==> src/rtl/nibble_pkg.sv <==
// Shared definitions for the nibble-serial wide adder: nibble size,
// FSM state encoding and the index-width helper.
package nibble_pkg;

  localparam int NIBBLE = 4;

  typedef enum logic [1:0] {
    IDLE = 2'd0,
    RUN  = 2'd1,
    DONE = 2'd2
  } state_t;

  // Width of a counter that walks n nibbles; never narrower than one bit.
  function automatic int idx_width(input int n);
    int w;
    w = $clog2(n);
    return (w < 1) ? 1 : w;
  endfunction

endpackage

==> src/rtl/adder4.sv <==
// Existing 4-bit adder cell: sum and carry-out of two nibbles plus carry-in.
module adder4 (
  output logic       cout,
  output logic [3:0] sum,
  input  logic [3:0] ina,
  input  logic [3:0] inb,
  input  logic       cin
);

  assign {cout, sum} = {1'b0, ina} + {1'b0, inb} + {4'b0000, cin};

endmodule

==> src/rtl/nibble_serial_adder.sv <==
// Wide adder that pushes one nibble per clock through a single adder4,
// carrying between nibbles in a register and publishing the result at DONE.
module nibble_serial_adder
  import nibble_pkg::*;
#(
  parameter int WIDTH = 16
) (
  input  logic             clk,
  input  logic             rst,
  input  logic             start,
  input  logic [WIDTH-1:0] ina,
  input  logic [WIDTH-1:0] inb,
  input  logic             cin,
  output logic             busy,
  output logic             done,
  output logic [WIDTH-1:0] sum,
  output logic             cout
);

  localparam int N  = WIDTH / NIBBLE;
  localparam int IW = idx_width(N);
  localparam logic [IW-1:0] LAST = IW'(N - 1);

  state_t state;
  state_t next_state;

  logic [WIDTH-1:0] op_a;
  logic [WIDTH-1:0] op_b;
  logic [WIDTH-1:0] res;
  logic [WIDTH-1:0] res_next;
  logic [IW-1:0]    idx;
  logic             carry;
  logic             last;

  logic [3:0] a_nib;
  logic [3:0] b_nib;
  logic [3:0] a4_sum;
  logic       a4_cout;

  assign last  = (idx == LAST);
  assign a_nib = op_a[NIBBLE*idx +: NIBBLE];
  assign b_nib = op_b[NIBBLE*idx +: NIBBLE];

  adder4 u_adder4 (
    .cout (a4_cout),
    .sum  (a4_sum),
    .ina  (a_nib),
    .inb  (b_nib),
    .cin  (carry)
  );

  // The final nibble is merged here so sum can load the complete word directly.
  always_comb begin
    res_next = res;
    res_next[NIBBLE*idx +: NIBBLE] = a4_sum;
  end

  always_ff @(posedge clk) begin
    if (rst) begin
      state <= IDLE;
    end else begin
      state <= next_state;
    end
  end

  always_comb begin
    next_state = state;
    case (state)
      IDLE:    if (start) next_state = RUN;
      RUN:     if (last)  next_state = DONE;
      DONE:    next_state = start ? RUN : IDLE;
      default: next_state = IDLE;
    endcase
  end

  always_comb begin
    busy = (state == RUN);
    done = (state == DONE);
  end

  always_ff @(posedge clk) begin
    if (rst) begin
      op_a  <= '0;
      op_b  <= '0;
      res   <= '0;
      idx   <= '0;
      carry <= 1'b0;
      sum   <= '0;
      cout  <= 1'b0;
    end else begin
      case (state)
        IDLE, DONE: begin
          if (start) begin
            op_a  <= ina;
            op_b  <= inb;
            carry <= cin;
            idx   <= '0;
          end
        end
        RUN: begin
          res   <= res_next;
          carry <= a4_cout;
          idx   <= last ? '0 : idx + 1'b1;
          if (last) begin
            sum  <= res_next;
            cout <= a4_cout;
          end
        end
        default: ;
      endcase
    end
  end

endmodule

==> config.mk <==
export PLATFORM = sky130hd
export DESIGN_NAME = nibble_serial_adder
export DESIGN_NICKNAME = d
export VERILOG_FILES = /design/src/rtl/nibble_pkg.sv /design/src/rtl/adder4.sv /design/src/rtl/nibble_serial_adder.sv
export SDC_FILE = /design/constraint.sdc
export NUM_CORES = 1
export LEC_CHECK = 0
export ABC_AREA = 1
export CORE_ASPECT_RATIO = 0.7
export CORE_UTILIZATION = 50
export CTS_CLUSTER_DIAMETER = 80
export DETAILED_ROUTE_END_ITERATION = 6
export GPL_TIMING_DRIVEN = 0
export PLACE_DENSITY = 0.86
export SETUP_SLACK_MARGIN = 0.1
export SLEW_MARGIN = 15
export SYNTH_ARGS = -nofsm -noshare
export SYNTH_HDL_FRONTEND = slang
export SYNTH_SLANG_ARGS = --single-unit
export TNS_END_PERCENT = 1
==> constraint.sdc <==
create_clock -name clk -period 5.66 [get_ports clk]
set_clock_uncertainty 0.15 [all_clocks]
set_input_delay 0.566 -clock clk [delete_from_list [all_inputs] [get_ports clk]]
set_output_delay 0.566 -clock clk [all_outputs]
set_load 0.05 [all_outputs]
==> summary.md <==
| Metric | Value |
|---|---|
| FMAX | `0.294 GHz` |
| Slew HR | `0.666` |
| Nets | `552` |
| Final critical-path required period | `3.40 ns` |
| Residual DRC | `3` |
| CTS hold repair buffers | `0` |
| Most common cell after layout, fill and taps aside | `nor2_1` |
| Depth of the CTS H-tree | `3` |
| Vias post-DR | `3131` |
| Final setup fails | `0` |
| Postcts setup bufs | `0` |
| Worst-margin pin slew | `0.500 ns` |
| Failing checks | `design-rule violations` |
| Die area | `6780 sq um` |
| Leak | `1.86 nW` |
| Final Slew Violations | `0` |
| Core area | `6220 sq um` |
| Synth Area per Inst | `7.33 sq um` |
| #FFs+latches synth | `70` |
| Post-route cell area | `4070 sq um` |
| CP Data Arrival Time | `3.55 ns` |
| Total GRT Usage | `0.259` |
| Unrepaired setup endpoints after global routing | `no` |
| Post-DR wirelength/cell | `14.1 um` |
| Final Util | `0.654` |
| I/O pin count | `55` |
| CP endpoint kind | `register` |
| Total power | `1.18 mW` |
| Netlist cell types | `27` |
| Leading cell types in the layout, fill and taps excluded | `90 x nor2_1, 70 x o21ai_0, 70 x dfxtp_1` |
| Initial antenna violation count | `0` |
| Critical path startpoint category | `register` |
| Cell count after synthesis | `440` |
| Cell Pwr Density | `290 nW/um^2` |
| CTS Buf Count | `9` |
| Net Count, Synth | `487` |
| Clock root cell | `clkbuf_8` |
| CP max FO | `11` |
| Post-Route WL | `8320 um` |
| Area delta synth->final | `26.0%` |
| RD Place Congestion | `0.875` |
| Cell Rows | `24` |
| Setup_tns | `0 ns` |
| DRT iter0 DRCs | `278` |
| 1st-pass router iterations | `7` |
| Yosys warns | `0` |
| Path type of the worst min-delay path | `register to register` |
| Largest net degree at the start of global routing | `13` |
| Area after DPL | `3860 sq um` |
| Sink Count | `70` |
| Die H | `69.2 um` |
| Layout cell share with drive strength beyond 1 | `0.0549` |
| Die Span X | `98.0 um` |
| Final hold vios | `0` |
| # Max-Cap Violations | `0` |
| Skew-Pair Late Insertion Delay | `0.35 ns` |
| Max VDD drop | `0.154 mV` |
| Post-route clock period utilization | `0.601` |
| Sequential-to-total area share from yosys stat | `0.434` |
| Cell Area, Synth | `3230 sq um` |
| Clock transition at path regs | `0.07 ns` |
| Dpl hpwl | `6070 um` |
| Initial Utilization | `0.519` |
| Worst Setup Path Type | `register to register` |
| Post-DRT Antenna Nets | `0` |
| First-pass GRT wire length | `13800 um` |
| CP required | `5.81 ns` |
| Vias per inst | `5.32` |
| TritonCTS clock tree | `yes` |
| Status | `finished with violations` |
| Post_cts resized | `0` |
| Worst-case clock buffer depth | `2` |
| Port Buffers | `54` |
| Antenna Cells | `0` |
| Vias in the first global route | `3012` |
| Grt ovf | `0` |
critical path, cell delays in order (launching register included):
cell,delay [ns]
dfxtp_1,0.38
clkbuf_1,0.37
inv_1,0.29
o21ai_0,0.15
o22ai_1,0.15
fa_1,0.47
fa_1,0.43
xor2_1,0.25
nand2_1,0.12
nor2_1,0.16
nand2_1,0.08
o21ai_0,0.13
o21ai_0,0.15
inv_1,0.07
Yosys cell counts, drive strengths merged:
library cell	number	area, sq um
nand4	4	25.0
or2	1	6.26
o21ai	80	400
xor2	1	8.76
fa	2	40.0
o21bai	8	60.1
inv	67	251
o21a	9	67.6
a31oi	1	6.26
clkbuf	13	48.8
nand2	25	93.8
ha	9	113
nand3	11	55.1
a21oi	18	90.1
o32ai	2	17.5
buf	11	71.3
o22ai	15	93.8
nor2	92	369
dfxtp	70	1400
nand3b	1	7.51
kinds of logic (layout without fill, tap and decap cells):
logic type	count (synthesis)	after routing	share of synthesized area
and+or+nand+nor	134	134	0.173
AOI/OAI and AO/OA	133	133	0.228
adders and majority gates	11	11	0.0473
xor gates and xnor gates	1	1	0.00271
DFF	70	70	0.434
buffers and inverters	91	161	0.115
routing by layer:
| layer | global-route usage | up-vias | wire length (um) |
|---|---|---|---|
| met2 | 0.393 | 126 | 3610 |
| li1 | - | 1550 | - |
| met1 | 0.345 | 1439 | 3820 |
| met4 | 0.0774 | 0 | 124 |
| met3 | 0.0958 | 16 | 755 |
| met5 | 0 | - | 0 |
state kept, by name, indices dropped and copies added (netlist names):
signal / cells
idx: 2
op_b: 16
res: 16
op_a: 16
cout: 1
sum: 16
state: 2
carry: 1
final timing paths:
kind / startpoint / endpoint / slack [ns] / depth (start not counted)
max: idx[1]$_SDFFE_PP0P_ / res[14]$_SDFFE_PP0P_ / 2.26 / 13
min: op_b[10]$_SDFFE_PP0P_ / op_b[10]$_SDFFE_PP0P_ / 0.34 / 2
max reg2reg: idx[1]$_SDFFE_PP0P_ / res[14]$_SDFFE_PP0P_ / 2.26 / 13
min reg2reg: op_b[10]$_SDFFE_PP0P_ / op_b[10]$_SDFFE_PP0P_ / 0.34 / 2
cell type report:
type                    count  area [sq um]
clock inverters             4          45.0
clock buffers              12           155
flip-flops and latches     70          1400
multi-input cells         279          1450
fillers                   511          2150
well taps                  78          97.6
repair buffers             54           541
inverters                  67           251
plain buffers              24           120
per-stage QoR:
step           hold slack, ns  std cells  setup slack, ns
2_1_floorplan           0.300        440             2.96
3_3_place_gp            0.313        572             2.48
3_5_place_dp            0.321        572             2.40
4_1_cts                 0.338        588             2.36
5_1_grt                 0.360        588             1.98
6_report                0.337        588             2.26
power by group:
part	internal [mW]	leakage, nW	switching [mW]
logic	0.0880	1.18	0.143
registers	0.525	0.575	0.0161
clock network	0.225	0.106	0.183
(Power assumes the default switching activity.)
